## config.mk

```make
export PLATFORM = sky130hd
export DESIGN_NAME = mul_acc_stage
export DESIGN_NICKNAME = d
export VERILOG_FILES = /design/src/rtl/mul_acc_stage.sv
export SDC_FILE = /design/constraint.sdc
export NUM_CORES = 1
export LEC_CHECK = 0
export CORE_MARGIN = 5
export CORE_UTILIZATION = 35
export DETAILED_ROUTE_END_ITERATION = 8
export SETUP_SLACK_MARGIN = 0.15
export SYNTH_ARGS = -nofsm -noshare
export SYNTH_HDL_FRONTEND = slang
export SYNTH_SLANG_ARGS = --single-unit
```

## constraint.sdc

```tcl
create_clock -name clk -period 2 [get_ports clk]
set_input_delay 0.2 -clock clk [delete_from_list [all_inputs] [get_ports clk]]
set_output_delay 0.2 -clock clk [all_outputs]
set_load 0.01 [all_outputs]
```

## src/rtl/mul_acc_stage.sv

```systemverilog
`default_nettype none
// ============================================================================
//  Module   : mul_acc_stage
//  Purpose  : Accumulates a frame of 1..16 unsigned multiplier products
//             and presents the frame sum through a valid/ready handshake.
//  Revision : 1.0  initial release
// ============================================================================
module mul_acc_stage #(
    parameter int DW = 16,
    parameter int AW = DW + 4
) (
    input  logic          clk,
    input  logic          rst_n,
    input  logic          in_valid,
    output logic          in_ready,
    input  logic [DW-1:0] in_product,
    input  logic [3:0]    acc_len,
    input  logic          clr,
    output logic          out_valid,
    input  logic          out_ready,
    output logic [AW-1:0] out_sum
);

    typedef enum logic [1:0] {
        ST_IDLE = 2'd0,
        ST_ACC  = 2'd1,
        ST_DONE = 2'd2
    } state_t;

    state_t        state_q, state_d;
    logic [AW-1:0] acc_q, acc_d;
    logic [4:0]    cnt_q, cnt_d;      // needs to reach 16
    logic [4:0]    len_q, len_d;      // frame length, 1..16
    logic          out_valid_q, out_valid_d;
    logic [AW-1:0] out_sum_q, out_sum_d;

    logic [AW-1:0] product_ext;
    logic [4:0]    len_sample;
    logic [4:0]    cnt_inc;
    logic          xfer;

    assign product_ext = {{(AW-DW){1'b0}}, in_product};
    // A length code of zero encodes the maximum frame of sixteen products.
    assign len_sample  = (acc_len == 4'd0) ? 5'd16 : {1'b0, acc_len};
    assign cnt_inc     = cnt_q + 5'd1;

    // Upstream may push whenever no finished sum is waiting and no clear is active.
    assign in_ready = (state_q != ST_DONE) && !clr;
    assign xfer     = in_valid && in_ready;

    // Next-state, accumulator and counter update; clear overrides everything.
    always_comb begin
        state_d = state_q;
        acc_d   = acc_q;
        cnt_d   = cnt_q;
        len_d   = len_q;
        if (clr) begin
            state_d = ST_IDLE;
            acc_d   = '0;
            cnt_d   = '0;
        end else begin
            case (state_q)
                ST_IDLE: begin
                    if (xfer) begin
                        acc_d   = product_ext;
                        cnt_d   = 5'd1;
                        len_d   = len_sample;
                        state_d = (len_sample == 5'd1) ? ST_DONE : ST_ACC;
                    end
                end
                ST_ACC: begin
                    if (xfer) begin
                        acc_d = acc_q + product_ext;
                        cnt_d = cnt_inc;
                        if (cnt_inc == len_q) begin
                            state_d = ST_DONE;
                        end
                    end
                end
                ST_DONE: begin
                    if (out_ready) begin
                        state_d = ST_IDLE;
                        cnt_d   = '0;
                    end
                end
                default: begin
                    state_d = ST_IDLE;
                    acc_d   = '0;
                    cnt_d   = '0;
                end
            endcase
        end
    end

    // Output registers track the next state so out_valid rises with the last accept.
    always_comb begin
        out_valid_d = (state_d == ST_DONE);
        out_sum_d   = acc_d;
    end

    // State registers with asynchronous reset discarding any frame in flight.
    always_ff @(posedge clk or negedge rst_n) begin
        if (!rst_n) begin
            state_q     <= ST_IDLE;
            acc_q       <= '0;
            cnt_q       <= '0;
            len_q       <= '0;
            out_valid_q <= 1'b0;
            out_sum_q   <= '0;
        end else begin
            state_q     <= state_d;
            acc_q       <= acc_d;
            cnt_q       <= cnt_d;
            len_q       <= len_d;
            out_valid_q <= out_valid_d;
            out_sum_q   <= out_sum_d;
        end
    end

    assign out_valid = out_valid_q;
    assign out_sum   = out_sum_q;

endmodule
`default_nettype wire

```

==> flow_summary.yaml <==
logic_synthesis:
  synthCells: 276
  syn-cell-area_mm2: 0.00244
  synth_area_leaders: "dfrtp_1 (34%), ha_1 (8.7%), nand2_1 (4.2%)"
  avgSynthCellArea_um2: 8.84
  synth_top_cell_area_share_pct: 33.8
  ys_seq_area_share_pct: 33.8
  synth_top_cells_by_count: "dfrtp_1 (33), nand2_1 (27), nor2_1 (22)"
  ys_ff_latch: 33
  async_flop_share_pct: 100
  synth.net_count: 319
  yosysWarnings: 0
  ys_types: 52
  synth_top_cell_by_area: "dfrtp_1"
  synth_edf_count: 0
  synth_flop_cell: "dfrtp_1"
  yosysMostFrequentCell: "dfrtp_1"
die:
  die_w_um: 93.5
  core_area_mm2: 0.00679
  fp-row-count: 30
  die_y_um: 93.5
  die_area_mm2: 0.00875
  start_util_pct: 35.9
  io_pins: 47
global_routing:
  grt_antenna_before_repair: 0
  overflow: 0
  grtUsageTotal_pct: 17.2
  grt_max_degree: 18
  grt_first_pass_wirelength_um: 12200
  grt_pass1_vias: 2548
setup_path:
  slowest_stage: "dfrtp_2"
  cp_max_fo: 4
  endpoint_kind: "register"
  cp.required_ns: 2.17
  cp_cell_sequence: "ha_4, a21o_1, a21o_1, a311o_1, nor2_2, o21a_1, o211ai_1"
  crit_arrival_ns: 2.19
  slowest_delay_ns: 0.43
  criticalPathCategory: "register to register"
  startpoint_type: "register"
  critPathTopFamily: "compound AO/OA/AOI/OAI gates"
  crit_buf_inv: 0
  cp_common_cell: "a21o_1"
pwr:
  comb_power_share_pct: 37.5
  p_switching_mw: 0.746
  power_density_mw_per_mm2: 589
  leakagePower_nw: 1.68
  clkPwrFrac_pct: 29.0
  p_int_mw: 1.57
  peakVddDrop_v: 0.000330
  seqPwrFrac_pct: 33.5
  switching_share_pct: 32.2
  p_total_mw: 2.31
route:
  vias: 2527
  drc: 0
  vias_per_cell: 5.24
  routed_wirelength_um: 7260
  drtAntennaViolNets: 0
  wl_per_cell_um: 15.1
  dr.pass1.iters: 6
  drt_iter0_markers: 90
clock_network:
  cts_hold_buf: 0
  clk_path_buf_depth: 2
  cts_tree: "done"
  cts_buffers: 5
  cts.htree.levels: 2
  clk_root_buffer_cell: "clkbuf_8"
  clk_pin_slew_ns: 0.08
  clkSinkCount: 33
  insertion_delay_ns: 0.29
final_layout:
  n_fill_cell: 624
  diodes: 0
  drive_gt1_share_pct: 34.2
  areaGrowthSynthToFinish_pct: 60.9
  layout.nets: 428
place:
  dpl.hpwl_um: 5440
  place_congestion: 0.847
  io_buffers: 46
timing:
  finClkSkew_ns: 0.00845
  finalHoldViolations: 0
  fmax_mhz: 494
  setup_viol: 1
  final_max_slew_viol_count: 0
  fin_setup_tns_ns: -0.0243
  relSlewSlack_pct: 61.5
  min_period_ns: 2.02
  fin_ws_ns: -0.0243
  rsz0062_at_grt: "yes"
  worstMarginPinSlew_ns: 0.576
  finalCritPeriodShare_pct: 101
worst_hold_path:
  holdCritPathClass: "primary input to async pin"
run_status:
  violations: "negative setup slack"
  outcome: "finished with violations"
job:
  drv_cap: 0
power groups by stage:
stage | Combinational, mW | Sequential (mW) | Clock, mW
after global routing | 0.953 | 0.784 | 0.716
after global placement | 0.779 | 0.782 | 0
after detailed placement | 0.785 | 0.783 | 0
after floorplan | 0.408 | 0.790 | 0
final | 0.868 | 0.775 | 0.671
after CTS | 0.828 | 0.770 | 0.678
cell type report:
cell class | instances | area (um2) | area share [%]
multi-input cells | 223 | 1840 | 46.9
repair buffers | 113 | 985 | 25.1
flip-flops and latches | 33 | 833 | 21.2
well taps | 96 | 120 | 3.06
clock buffers | 5 | 68.8 | 1.75
clock inverters | 3 | 46.3 | 1.18
inverters | 9 | 33.8 | 0.860
final timing paths:
check	startpoint	to	slack, ns	cells after the start
setup reg to reg	out_sum[7]	out_sum[16]	-0.02	7
hold reg to reg	len_q[2]	len_q[2]	0.53	1
setup / recovery	out_sum[7]	out_sum[16]	-0.02	7
max in group asynchronous	rst_n	out_sum[14]	1.20	2
min in group clk	in_product[0]	out_sum[0]	0.48	5
hold / removal	rst_n	out_sum[0]	0.27	1
cell usage in the layout (no fill, tap or decap), types with 9 or more instances in the layout:
cell / count
xnor2_1: 9
a21oi_1: 18
nor2_1: 20
a21o_1: 10
nand2_1: 26
dfrtp_1: 27
a22oi_1: 10
ha_4: 11
buf_4: 64
clkdlybuf4s50_1: 44
routing by layer:
layer  wire, um  GRT usage (%)  share of wire, %  vias up
li1           -              -                 -     1257
met1       3440           24.3                47     1219
met2       3450           26.9                47       49
met3        356           3.62               4.9        2
met4         19           3.79              0.26        0
met5          0              0                 0        -
through the flow:
| step | hold WS (ns) | std cells | utilization, % | setup slack [ns] | area, um2 |
|---|---|---|---|---|---|
| 6_report | 0.267 | 482 | 57.8 | -0.0243 | 3930 |
| 3_3_place_gp | 0.504 | 466 | 52.3 | -0.250 | 3550 |
| 4_1_cts | 0.279 | 482 | 55.7 | -0.0128 | 3780 |
| 2_1_floorplan | -0.0956 | 276 | - | 0.0408 | 2560 |
| 3_5_place_dp | 0.511 | 466 | 52.3 | -0.357 | 3550 |
| 5_1_grt | 0.303 | 482 | 57.8 | -0.111 | 3930 |
worst reg2reg max path, stage by stage (launching register included):
cell and delay, ns:
dfrtp_2 0.43, ha_4 0.25, a21o_1 0.17, a21o_1 0.18, a311o_1 0.34, nor2_2 0.23
o21a_1 0.19, o211ai_1 0.12
cells by family (layout without fill, tap and decap cells):
family                   count (synthesis)  count (layout)  share of synthesized area (%)
adder cells (fa/ha/maj)                 18              18                           9.53
XOR/XNOR                                18              18                           6.46
flip-flops                              33              33                           33.8
AND/OR/NAND/NOR                         82              82                           16.1
buffers and inverters                   20             130                           3.23
multiplexers                             8               8                           3.54
AO/OA/AOI/OAI                           97              97                           27.3
sequential cells by signal, indices dropped and copies added, names as in the netlist:
name	flops
out_valid	1
state_q	2
len_q	5
cnt_q	5
out_sum	20
what timing repair did:
action / in CTS / in global routing
pin swaps: 13 / 22
setup buffers: 8 / 0
resized for setup: 10 / 26
setup endpoints to repair: 17 / 18
Power figures use the tool's default switching activity.
